File: src/rtl/picoview_regs_pkg.sv
// Shared register map, command field positions and FSM encodings for the SPI register dispatcher.
package picoview_regs_pkg;

  localparam logic [31:0] IdValue = 32'h5049_4356;

  localparam int unsigned CmdWriteBit = 7;
  localparam int unsigned CmdRsvdMsb  = 6;
  localparam int unsigned CmdRsvdLsb  = 3;
  localparam int unsigned CmdAddrMsb  = 2;

  localparam logic [2:0] AddrId         = 3'd0;
  localparam logic [2:0] AddrScratch    = 3'd1;
  localparam logic [2:0] AddrGpioOut    = 3'd2;
  localparam logic [2:0] AddrGpioIn     = 3'd3;
  localparam logic [2:0] AddrTxnCount   = 3'd4;
  localparam logic [2:0] AddrAbortCount = 3'd5;

  localparam logic [1:0] StIdle     = 2'd0;
  localparam logic [1:0] StWaitData = 2'd1;
  localparam logic [1:0] StCommit   = 2'd2;

  function automatic logic [31:0] sat_inc(input logic [31:0] v);
    return (v == 32'hFFFF_FFFF) ? v : v + 32'd1;
  endfunction

endpackage

File: src/rtl/sync_2ff.sv
// Two-flop synchronizer for asynchronous multi-bit inputs (each bit independent).
module sync_2ff #(
  parameter int unsigned WIDTH = 1
) (
  input  logic             clk,
  input  logic             reset_n,
  input  logic [WIDTH-1:0] d_i,
  output logic [WIDTH-1:0] q_o
);

  logic [WIDTH-1:0] meta_q;
  logic [WIDTH-1:0] sync_q;

  always_ff @(posedge clk or negedge reset_n) begin
    if (!reset_n) begin
      meta_q <= '0;
      sync_q <= '0;
    end else begin
      meta_q <= d_i;
      sync_q <= meta_q;
    end
  end

  assign q_o = sync_q;

endmodule

File: src/rtl/spi_reg_dispatch.sv
// Decodes SPI command/data pulses into register reads and writes.
// Transaction counters are built only when SPI_REG_DISPATCH_COUNTERS_EN is defined.
module spi_reg_dispatch
  import picoview_regs_pkg::*;
#(
  parameter int unsigned WORD_SIZE    = 32,
  parameter int unsigned COMMAND_SIZE = 8,
  parameter int unsigned GPIO_WIDTH   = 8
) (
  input  logic                    clk,
  input  logic                    reset_n,
  input  logic [COMMAND_SIZE-1:0] command,
  input  logic                    command_ready,
  input  logic [WORD_SIZE-1:0]    word_received,
  input  logic                    word_rx_complete,
  output logic [WORD_SIZE-1:0]    word_to_output,
  input  logic [GPIO_WIDTH-1:0]   gpio_in,
  output logic [GPIO_WIDTH-1:0]   gpio_out,
  output logic                    cmd_error
);

  logic [CmdAddrMsb:0] cmd_addr;
  logic                cmd_write;
  logic                cmd_illegal;

  assign cmd_addr    = command[CmdAddrMsb:0];
  assign cmd_write   = command[CmdWriteBit];
  assign cmd_illegal = |command[CmdRsvdMsb:CmdRsvdLsb];

  logic [1:0]           state_q, state_d;
  logic                 wr_q;
  logic [CmdAddrMsb:0]  addr_q;
  logic [WORD_SIZE-1:0] word_q;
  logic [WORD_SIZE-1:0] scratch_q;
  logic [WORD_SIZE-1:0] gpio_q;
  logic                 cmd_error_q;
  logic [GPIO_WIDTH-1:0] gpio_sync;
  logic [WORD_SIZE-1:0] txn_count;
  logic [WORD_SIZE-1:0] abort_count;

  logic accept_cmd;
  logic abort;
  logic commit;
  logic capture_word;

  sync_2ff #(
    .WIDTH (GPIO_WIDTH)
  ) u_gpio_sync (
    .clk     (clk),
    .reset_n (reset_n),
    .d_i     (gpio_in),
    .q_o     (gpio_sync)
  );

  always_comb begin
    state_d      = state_q;
    accept_cmd   = 1'b0;
    abort        = 1'b0;
    commit       = 1'b0;
    capture_word = 1'b0;
    case (state_q)
      StIdle: begin
        if (command_ready) accept_cmd = 1'b1;
      end
      StWaitData: begin
        // A new command while waiting means CS dropped: the pending write is lost.
        if (command_ready) begin
          abort      = 1'b1;
          accept_cmd = 1'b1;
        end else if (word_rx_complete) begin
          capture_word = 1'b1;
          state_d      = StCommit;
        end
      end
      StCommit: begin
        commit  = 1'b1;
        state_d = StIdle;
        if (command_ready) accept_cmd = 1'b1;
      end
      default: state_d = StIdle;
    endcase
    if (accept_cmd) state_d = cmd_illegal ? StIdle : StWaitData;
  end

  always_ff @(posedge clk or negedge reset_n) begin
    if (!reset_n) begin
      state_q     <= StIdle;
      wr_q        <= 1'b0;
      addr_q      <= '0;
      word_q      <= '0;
      scratch_q   <= '0;
      gpio_q      <= '0;
      cmd_error_q <= 1'b0;
    end else begin
      state_q     <= state_d;
      cmd_error_q <= accept_cmd & cmd_illegal;
      if (accept_cmd && !cmd_illegal) begin
        wr_q   <= cmd_write;
        addr_q <= cmd_addr;
      end
      if (capture_word) word_q <= word_received;
      if (commit && wr_q) begin
        if (addr_q == AddrScratch) scratch_q <= word_q;
        if (addr_q == AddrGpioOut) gpio_q    <= word_q;
      end
    end
  end

`ifdef SPI_REG_DISPATCH_COUNTERS_EN
  logic [WORD_SIZE-1:0] txn_q, abort_q;

  always_ff @(posedge clk or negedge reset_n) begin
    if (!reset_n) begin
      txn_q   <= '0;
      abort_q <= '0;
    end else begin
      if (commit && (txn_q != '1))  txn_q   <= txn_q + 1'b1;
      if (abort && (abort_q != '1)) abort_q <= abort_q + 1'b1;
    end
  end

  assign txn_count   = txn_q;
  assign abort_count = abort_q;
`else
  assign txn_count   = '0;
  assign abort_count = '0;
`endif

  // Front end samples this on the cycle after command_ready, so no register stage here.
  always_comb begin
    word_to_output = '0;
    case (cmd_addr)
      AddrId:         word_to_output = WORD_SIZE'(IdValue);
      AddrScratch:    word_to_output = scratch_q;
      AddrGpioOut:    word_to_output = gpio_q;
      AddrGpioIn:     word_to_output = WORD_SIZE'(gpio_sync);
      AddrTxnCount:   word_to_output = txn_count;
      AddrAbortCount: word_to_output = abort_count;
      default:        word_to_output = '0;
    endcase
  end

  assign gpio_out  = gpio_q[GPIO_WIDTH-1:0];
  assign cmd_error = cmd_error_q;

endmodule

File: config.mk
export PLATFORM = sky130hd
export DESIGN_NAME = spi_reg_dispatch
export DESIGN_NICKNAME = d
export VERILOG_FILES = /design/src/rtl/picoview_regs_pkg.sv /design/src/rtl/sync_2ff.sv /design/src/rtl/spi_reg_dispatch.sv
export SDC_FILE = /design/constraint.sdc
export NUM_CORES = 1
export LEC_CHECK = 0
export ABC_AREA = 1
export CAP_MARGIN = 10
export CORE_ASPECT_RATIO = 0.75
export CORE_MARGIN = 2
export CORE_UTILIZATION = 50
export DETAILED_ROUTE_END_ITERATION = 7
export PLACE_DENSITY = 0.83
export SETUP_SLACK_MARGIN = 0.1
export SYNTH_ARGS = -nofsm -noshare
export SYNTH_HDL_FRONTEND = slang
export SYNTH_HIERARCHICAL = 1
export SYNTH_SLANG_ARGS = --single-unit
File: constraint.sdc
create_clock -name clk -period 1.6 [get_ports clk]
set_input_delay 0.24 -clock clk [delete_from_list [all_inputs] [get_ports clk]]
set_output_delay 0.24 -clock clk [all_outputs]
set_load 0.02 [all_outputs]
==> reports/results.txt <==
NetSw: 1.90 mW
Clock Pin Slew Worst Setup and Hold Paths: 50 ps
total global routing track utilization: 0.268
vias in the first global route: 4603
final hold violations: 0
period utilization: 0.919
H-tree levels: 4
area delta synth->final: 34.8%
via count: 4519
Root Buffer: clkbuf_16
Die ar.: 11000 um2
drt pass-1 iters: 6
initial core utilization: 0.520
setup tns final: 0 ps
final setup violation count: 0
synthesized area: 5060 um2
CTS tree: built
endpoint class of the critical path: output pin
initial antenna violation count: 0
Slew @ Worst Pin: 395 ps
DRT iter0 DRCs: 414
Max Cap Violations: 0
syn_area_per_cell: 8.45 um2
largest cells by area after synthesis: dfrtp_1 (59%), nand2_1 (24%), nand3_1 (7.2%)
# port buffers: 92
Comb pwr share: 0.099
Clock Skew: 11.0 ps
CP Class: primary input to output pin
R2R setup slack: 300 ps
GRT overflow: 0
CTS buffer count: 17
DRT antenna net count: 0
nets@finish: 759
Worst Path Required: 1360 ps
switching share of power: 0.240
Final Wtd Congestion: 0.795
commonest non-fill, non-tap cells in the layout: nand2_1 (314), dfrtp_1 (119), nand3_1 (73)
commonest non-fill, non-tap cell in the layout: nand2_1
total wire length: 14.0 mm
# DRC: 0
CTS Sinks: 119
met1 WL: 5.83 mm
post-synthesis sequential element count: 119
Pint: 6.01 mW
dpl hpwl: 8.39 mm
Crit path max-delay family: buffers and inverters
Buf+Inv Stages, Crit Path: 6
wire length on met2: 6.80 mm
Max rail drop VDD: 0.745 mV
share of the synthesized area in the top cell type: 0.588
CP max stage cell: buf_4
cell row count: 31
worst stage delay on the critical path: 140 ps
final non-filler cell total: 852
critical path, cell by cell: buf_4 > buf_4 > nor2_4 > buf_6 > buf_6 > buf_4 > nand2_2 > nand2_2 > buf_6
status: finished, final reports clean
Die W: 120 um
post-synth top area cell: dfrtp_1
Net Count, Synth: 651
post-synthesis sequential area ratio: 0.588
Post-Syn Instances: 599
Clock Power Share: 0.474
met3 WL: 1.12 mm
WP data arrival: 1230 ps
Antenna Cells: 0
Leak: 3.72 nW
power density over the cells: 1160 nW/um2
wire length per cell: 16.4 um
Slew Viols, Final: 0
Max FO, Critical Path: 5
die height: 91.1 um
worst-skew pair later-pin latency: 410 ps
unrepaired setup endpoints after global routing: true
core area: 9740 um2
cell count after placement: 809
Fmax: 680 MHz
YS warnings: 6
uppermost layer routed: met4
vias per std cell: 5.30
Pwr Total: 7.91 mW
post-synthesis cell type count: 16
buffer levels on the longest clock path: 2
largest net degree at the start of global routing: 53
crit path launch type: primary input
IO Count: 93
Max-slew headroom: 0.736
minimum clock period: 1470 ps
worst hold-check path type: primary input to flip-flop
Flop pwr share: 0.427
first-pass GRT wire length: 22.7 mm
layout cells sized above 1: 0.164
[routing by layer]
layer / track usage / vias to the layer above
met4: 0.0882 / 0
li1: - / 2103
met1: 0.342 / 2165
met5: 0 / -
met3: 0.0829 / 25
met2: 0.437 / 226
[worst paths after layout]
kind                                       start                 end  cells after the start
setup / recovery                      command[2]  word_to_output[27]                      9
hold / removal                        command[2]           addr_q[2]                      3
setup reg to reg                      state_q[0]           word_q[4]                      6
hold reg to reg            u_gpio_sync/meta_q[6]  u_gpio_sync/q_o[6]                      0
max in group asynchronous                reset_n          gpio_q[17]                      3
min in group asynchronous                reset_n  u_gpio_sync/q_o[1]                      2
[kinds of logic (layout without fill, tap and decap cells)]
| family | count (synthesis) | after routing | synth area share |
|---|---|---|---|
| buffers and inverters | 52 | 173 | 0.0625 |
| AOI/OAI and AO/OA | 18 | 18 | 0.0198 |
| and+or+nand+nor | 410 | 410 | 0.329 |
| DFF | 119 | 119 | 0.588 |
[state kept, by name, summed over array words and instances (netlist names)]
register,cells
gpio_q,32
scratch_q,32
word_q,32
u_gpio_sync/meta_q,8
u_gpio_sync/q_o,8
addr_q,3
state_q,2
cmd_error,1
wr_q,1
[cells in the mapped netlist]
master and count:
a21oi_1 1, buf_2 16, buf_4 13, buf_6 7, clkbuf_1 6, dfrtp_1 119
inv_1 9, inv_2 1, nand2_1 318, nand3_1 73, nand4_1 8, nor2_1 6
nor2_2 4, nor3_2 1, o21ai_0 13, o21bai_1 4
[stage by stage]
step	worst slack [ps]	util	hold slack, ps	cell area [um2]
2_1_floorplan	338	-	-55.6	5060
3_3_place_gp	-696	0.633	167	6160
3_5_place_dp	-765	0.633	168	6160
4_1_cts	100	0.697	152	6780
5_1_grt	66.1	0.701	122	6820
6_report	130	0.701	140	6820
[tightest hold or removal path: stages]
cell,delay [ps]
buf_4,120
nand2_1,80
nand2_1,70
[power groups by stage]
stage | sequential [mW] | clock, mW | combinational [mW]
after global routing | 3.39 | 3.93 | 0.866
after floorplan | 3.38 | 0 | 0.360
after global placement | 3.40 | 0 | 0.718
final | 3.37 | 3.75 | 0.783
after CTS | 3.36 | 3.78 | 0.761
after detailed placement | 3.41 | 0 | 0.739
[cell type report]
type,instances,area (um2)
sequential,119,2980
fill,749,2910
multi-input combinational,428,1800
timing repair buffer,131,1250
clock buffer,24,492
tap,132,165
clock inverter,8,95.1
inverter,10,43.8
[timing repair]
item / 4_1_cts / 5_1_grt
setup buffers: 7 / 0
hold endpoints to repair: 20 / 0
resized for setup: 160 / 41
gates cloned: 1 / 2
hold buffers: 1 / 0
pin swaps: 4 / 6
endpoints found under the setup margin: 41 / 32
Note: power is estimated with default switching activity, not from simulation.
